`src/rtl/ysyx_25020042_lsu.sv`:
```
// Multi-cycle load/store unit: IDLE -> ACCESS (MEM_LAT cycles) -> RESP, one response per request.
// Optional misaligned-access trap enabled by defining YSYX_25020042_LSU_MISALIGN_CHECK_EN.
module ysyx_25020042_lsu #(
    parameter int WIDTH    = 32,
    parameter int ADDR_LEN = 32,
    parameter int MEM_LAT  = 1
) (
    input  logic                clk,
    input  logic                rst,
    input  logic                req_valid,
    output logic                req_ready,
    input  logic                req_wen,
    input  logic [2:0]          req_funct3,
    input  logic [ADDR_LEN-1:0] req_addr,
    input  logic [WIDTH-1:0]    req_wdata,
    output logic                resp_valid,
    output logic [WIDTH-1:0]    resp_rdata,
    output logic                resp_err,
    output logic [ADDR_LEN-1:0] mem_addr,
    output logic [WIDTH-1:0]    mem_wdata,
    output logic [3:0]          mem_byte_en,
    output logic                mem_we,
    input  logic [WIDTH-1:0]    mem_rdata
);

    typedef enum logic [1:0] {IDLE, ACCESS, RESP} state_t;

    state_t                state, state_nxt;
    logic [3:0]            cnt;
    logic                  wen_q;
    logic [2:0]            funct3_q;
    logic [ADDR_LEN-1:0]   addr_q;
    logic [WIDTH-1:0]      wdata_q;
    logic [WIDTH-1:0]      rdata_q;
    logic                  err_q;

    logic                  legal;
    logic                  misalign;
    logic                  access_ok;
    logic                  first_cycle;
    logic [3:0]            be_raw;
    logic [WIDTH-1:0]      wdata_rep;
    logic [WIDTH-1:0]      load_val;
    logic [7:0]            byte_sel;
    logic [15:0]           half_sel;

    // Request decode, lane steering and load extraction, all from the latched request.
    always_comb begin
        // NOTE: every always_comb output gets a default first so no path can infer a latch.
        legal     = 1'b0;
        misalign  = 1'b0;
        be_raw    = 4'b0000;
        wdata_rep = wdata_q;
        load_val  = '0;
        byte_sel  = mem_rdata[{addr_q[1:0], 3'b000} +: 8];
        half_sel  = mem_rdata[{addr_q[1], 4'b0000} +: 16];

        if (wen_q) legal = funct3_q inside {3'd0, 3'd1, 3'd2};
        else       legal = funct3_q inside {3'd0, 3'd1, 3'd2, 3'd4, 3'd5};

        case (funct3_q[1:0])
            2'd0: begin
                be_raw    = 4'b0001 << addr_q[1:0];
                wdata_rep = {4{wdata_q[7:0]}};
            end
            2'd1: begin
                be_raw    = 4'b0011 << {addr_q[1], 1'b0};
                wdata_rep = {2{wdata_q[15:0]}};
            end
            default: be_raw = 4'b1111;
        endcase

`ifdef YSYX_25020042_LSU_MISALIGN_CHECK_EN
        misalign = (funct3_q[1:0] == 2'd1 && addr_q[0]) ||
                   (funct3_q[1:0] == 2'd2 && addr_q[1:0] != 2'b00);
`endif

        case (funct3_q)
            3'd0:    load_val = {{(WIDTH-8){byte_sel[7]}}, byte_sel};
            3'd1:    load_val = {{(WIDTH-16){half_sel[15]}}, half_sel};
            3'd2:    load_val = mem_rdata;
            3'd4:    load_val = {{(WIDTH-8){1'b0}}, byte_sel};
            3'd5:    load_val = {{(WIDTH-16){1'b0}}, half_sel};
            default: load_val = '0;
        endcase
        if (wen_q || !legal || misalign) load_val = '0;
    end

    assign access_ok   = legal && !misalign;
    assign first_cycle = (cnt == 4'(MEM_LAT - 1));

    always_comb begin
        state_nxt = state;
        case (state)
            IDLE:    if (req_valid) state_nxt = ACCESS;
            ACCESS:  if (cnt == 4'd0) state_nxt = RESP;
            RESP:    state_nxt = IDLE;
            default: state_nxt = IDLE;
        endcase
    end

    always_ff @(posedge clk) begin
        // NOTE: sequential state uses non-blocking assignments so every register samples pre-edge values.
        if (rst) begin
            // NOTE: all registers here are plain flops (no memory array), so each is cleared on reset.
            state    <= IDLE;
            cnt      <= 4'd0;
            wen_q    <= 1'b0;
            funct3_q <= 3'd0;
            addr_q   <= '0;
            wdata_q  <= '0;
            rdata_q  <= '0;
            err_q    <= 1'b0;
        end else begin
            state <= state_nxt;
            case (state)
                IDLE: if (req_valid) begin
                    wen_q    <= req_wen;
                    funct3_q <= req_funct3;
                    addr_q   <= req_addr;
                    wdata_q  <= req_wdata;
                    cnt      <= 4'(MEM_LAT - 1);
                end
                ACCESS: begin
                    if (cnt != 4'd0) begin
                        cnt <= cnt - 4'd1;
                    end else begin
                        rdata_q <= load_val;
                        err_q   <= legal && misalign;
                    end
                end
                default: ;
            endcase
        end
    end

    // RAM-side signals are only driven while an access is in flight.
    assign req_ready   = (state == IDLE);
    assign resp_valid  = (state == RESP);
    assign resp_rdata  = rdata_q;
    assign resp_err    = err_q;
    assign mem_addr    = (state == ACCESS) ? {addr_q[ADDR_LEN-1:2], 2'b00} : '0;
    assign mem_wdata   = (state == ACCESS) ? wdata_rep : '0;
    assign mem_byte_en = (state == ACCESS && access_ok) ? be_raw : 4'b0000;
    assign mem_we      = (state == ACCESS) && wen_q && access_ok && first_cycle;

endmodule
```
`config.mk`:
```
export PLATFORM = sky130hd
export DESIGN_NAME = ysyx_25020042_lsu
export DESIGN_NICKNAME = d
export VERILOG_FILES = /design/src/rtl/ysyx_25020042_lsu.sv
export SDC_FILE = /design/constraint.sdc
export NUM_CORES = 1
export LEC_CHECK = 0
export BUFFER_PORTS_ARGS = -buffer_cell sky130_fd_sc_hd__buf_2
export CAP_MARGIN = 40
export CELL_PAD_IN_SITES_DETAIL_PLACEMENT = 1
export CELL_PAD_IN_SITES_GLOBAL_PLACEMENT = 1
export CORE_ASPECT_RATIO = 1.25
export CORE_MARGIN = 4
export CORE_UTILIZATION = 34
export CTS_CLUSTER_DIAMETER = 120
export DETAILED_ROUTE_END_ITERATION = 16
export GPL_ROUTABILITY_DRIVEN = 1
export GPL_TIMING_DRIVEN = 0
export HOLD_SLACK_MARGIN = 0.05
export PLACE_DENSITY = 0.85
export SYNTH_ARGS = -nofsm -noshare
export SYNTH_HDL_FRONTEND = slang
export SYNTH_SLANG_ARGS = --single-unit
```
`constraint.sdc`:
```
create_clock -name clk -period 1.9 [get_ports clk]
set_clock_uncertainty 0.1 [all_clocks]
set_input_delay 0 -clock clk [delete_from_list [all_inputs] [get_ports clk]]
set_output_delay 0 -clock clk [all_outputs]
set_load 0.01 [all_outputs]
```
==> reports/results.tsv <==
stage	metric	value	unit
timing	hold_violations	0	
layout	final_area	7787	um^2
detailed_routing	drt_first_pass_iters	6	
logic_synthesis	synthFlopType	dfxtp_1	
logic_synthesis	yosysSeqAreaShare	42.42	%
detailed_routing	drt-initial-drc-count	299	
timing	whs	0.2362	ns
clocking	clock_sinks	106	
power_and_ir_drop	swShare	32.49	%
layout	area_growth	55.68	%
timing	period_share	97.28	%
timing	drv_slew	0	
power_and_ir_drop	intPower	0.004158	W
grt	grt_pass1_wl	33950	um
power_and_ir_drop	p_sw	0.002001	W
layout	drive_gt1_share	30.48	%
grt	antenna_found_initial	4	
logic_synthesis	async_reset_ff_share	0	%
die	core	14410	um^2
critical_path	startpoint_type	flip-flop	
die	start_util	34.72	%
hold_path	whs_endpoint	wdata_q[21]$_SDFFE_PP0P_	
logic_synthesis	synth_cells	643	
clocking	cts_max_level	3	
clocking	cts_root_buffer	clkbuf_16	
detailed_routing	ant_nets	0	
critical_path	worstPathMaxFanout	4	
die	dieArea	16730	um^2
power_and_ir_drop	power.density	790.9	nW/um^2
logic_synthesis	netlist_area	5002	um^2
timing	setup_viol	0	
detailed_routing	vias_per_cell	5.208	
hold_path	hold-path-cell-count	5	
grt	grt_pass1_vias	6615	
clocking	cts_inserted_buffers	9	
layout	nNetsFinal	1071	
logic_synthesis	synth-edff-count	0	
layout	final_common_cell	buf_2	
critical_path	rr_worst_depth	6	
critical_path	arrival	1.75	ns
critical_path	worstSetupPathType	reg2out	
power_and_ir_drop	p_leak	3.633	nW
outcome	outcome	finished, final reports clean	
critical_path	cp-end-kind	output pin	
timing	fmaxAchievable	541.0	MHz
detailed_routing	num_vias	6010	
placed_design	place_congestion	0.8396	
die	pin_count	207	
logic_synthesis	syn-mean-instance-area	7.780	um^2
timing	tightest_slew	0.6373	ns
power_and_ir_drop	peakVddDrop	0.3798	mV
logic_synthesis	synth.ff_latch_count	106	
timing	maxSlewHeadroom	57.52	%
clocking	clock_latency	0.35	ns
clocking	clkTransAtPathRegs	0.07	ns
critical_path	r2r_slack	0.06	ns
timing	fin_crit	1.848	ns
hold_path	hold_class	in2reg	
layout	multiInputGateArea	2720	um^2
placed_design	placed_cell_area	6248	um^2
logic_synthesis	yosysUniqueCellTypes	45	
grt	overflow	0	
power_and_ir_drop	p_comb_share	26.5	%
grt	grt_use_total	26.08	%
layout	fillers	1789	
critical_path	reg2reg_from	cnt[0]$_SDFFE_PP0P_	
clocking	clk_path_buf_depth	2	
die	die-height	143.6	um
layout	final_cell_mix	213 x buf_2, 172 x nand2_1, 102 x dfxtp_1, 101 x dlygate4sd3_1, 95 x a21oi_1	
placed_design	portBuffers	203	
hold_path	hp-start	req_valid	
detailed_routing	wl_per_cell	19.44	um
detailed_routing	route.detailed.drc	0	
die	die_w	116.5	um
critical_path	worstPathRequired	1.80	ns
power_and_ir_drop	clkPwrFrac	32.0	%
detailed_routing	drt_wl_total	22440	um
grt	grt_max_degree	19	
critical_path	r2r_end	resp_rdata[15]$_SDFFE_PP0P_	
job	maxCapViolations	0	
power_and_ir_drop	power	0.006159	W
placed_design	dp_hpwl	14150	um
die	rows	49	
logic_synthesis	ys_warn_count	0	
clocking	tritoncts	yes	
power_and_ir_drop	seqPwrFrac	41.5	%
layout	regArea	2130	um^2
[through the flow]
stage	setup WS (ns)	TNS [ns]	cells	util [%]
finish	0.05174	0	1154	54.05
global route	-0.02550	-0.1074	1154	54.05
global placement	-0.1729	-3.817	1026	43.37
detailed placement	-0.1891	-4.442	1026	43.37
CTS	0.001906	0	1148	53.10
floorplan	0.2615	0	645	-
[sequential cells by signal, indices dropped and copies added, names as in the netlist]
| signal | flops |
|---|---|
| cnt | 4 |
| wen_q | 1 |
| resp_rdata | 32 |
| state | 2 |
| funct3_q | 3 |
| addr_q | 32 |
| wdata_q | 32 |
[cells by family (layout without fill, tap and decap cells)]
kind of cell               after synthesis  after routing  share of synthesized area [%]
and+or+nand+nor                        270            270                          24.44
buffers and inverters                   58            384                          5.328
muxes                                   26             26                          5.428
AOI/OAI and AO/OA                      180            180                          21.81
adders and majority gates                2              2                         0.5002
other                                    1              8                        0.07497
DFF                                    106            106                          42.42
[synth_stat cells, types with 2 or more instances]
cell,instances,area (um^2)
mux2_2,9,101.4
nor3_1,3,15.01
a31oi_1,16,100.1
o31ai_1,2,15.01
dfxtp_1,106,2122
nor3b_4,2,37.54
inv_1,5,18.77
nand2_1,173,649.4
a21o_1,24,180.2
buf_2,12,60.06
a21oi_1,99,495.5
buf_6,2,22.52
a22oi_1,7,52.55
or3_1,2,12.51
clkbuf_1,31,116.4
a222oi_1,8,80.08
and2_1,39,244.0
buf_4,5,37.54
mux2i_1,17,170.2
ha_1,2,25.02
o21ai_0,14,70.07
o21ai_1,2,10.01
nor2_1,36,135.1
nor2b_1,4,25.02
buf_1,3,11.26
[power by group through the flow]
stage	combinational (W)	sequential (W)	clock (W)
finish	0.00163	0.00256	0.00197
global placement	0.00126	0.00258	0
CTS	0.00151	0.00254	0.00198
detailed placement	0.00128	0.00259	0
floorplan	0.000781	0.00258	0
global route	0.00178	0.00258	0.00208
[routing by layer]
| metal | vias up | part of all wire [%] | global-route usage [%] |
|---|---|---|---|
| met5 | - | 0 | 0 |
| met4 | 0 | 5.2 | 15.39 |
| met3 | 84 | 5.2 | 3.917 |
| met2 | 252 | 53 | 48.16 |
| met1 | 2854 | 36 | 27.50 |
| li1 | 2820 | - | - |
[worst max-delay path, cell delays in order, from the launching register on]
cell and delay (ns):
dfxtp_4 0.37, inv_4 0.06, ha_4 0.12, nor3b_4 0.36, buf_6 0.18, nand2_2 0.06
nor2_2 0.09, buf_2 0.15
[how the worst max path moves through the flow]
stage / from / slack (ns) / to / depth (start not counted)
finish: cnt[0]$_SDFFE_PP0P_ / 0.05 / mem_we / 7
global route: cnt[0]$_SDFFE_PP0P_ / -0.03 / mem_we / 7
CTS: state[1]$_SDFFE_PP0P_ / 0.002 / wdata_q[8]$_SDFFE_PP0P_ / 5
detailed placement: cnt[0]$_SDFFE_PP0P_ / -0.19 / resp_rdata[18]$_SDFFE_PP0P_ / 6
global placement: cnt[0]$_SDFFE_PP0P_ / -0.17 / resp_rdata[14]$_SDFFE_PP0P_ / 6
floorplan: cnt[0]$_SDFFE_PP0P_ / 0.26 / resp_rdata[0]$_SDFFE_PP0P_ / 7
[cell type report]
type,count,share of cell area (%)
Buffer,52,3.792
Antenna cell,5,0.1607
Clock buffer,9,2.892
Sequential cell,106,27.35
Clock inverter,7,0.9961
Multi-Input combinational cell,481,34.93
Inverter,5,0.2731
Timing Repair Buffer,311,26.75
Tap cell,178,2.860
[repair_timing]
action | in CTS | in global routing
endpoints found under the hold margin | 102 | 0
setup buffers | 5 | 2
gates resized for setup | 21 | 35
pin swaps | 2 | 4
hold buffers | 101 | 0
setup endpoints to repair | 96 | 91
Power figures use the tool's default switching activity.
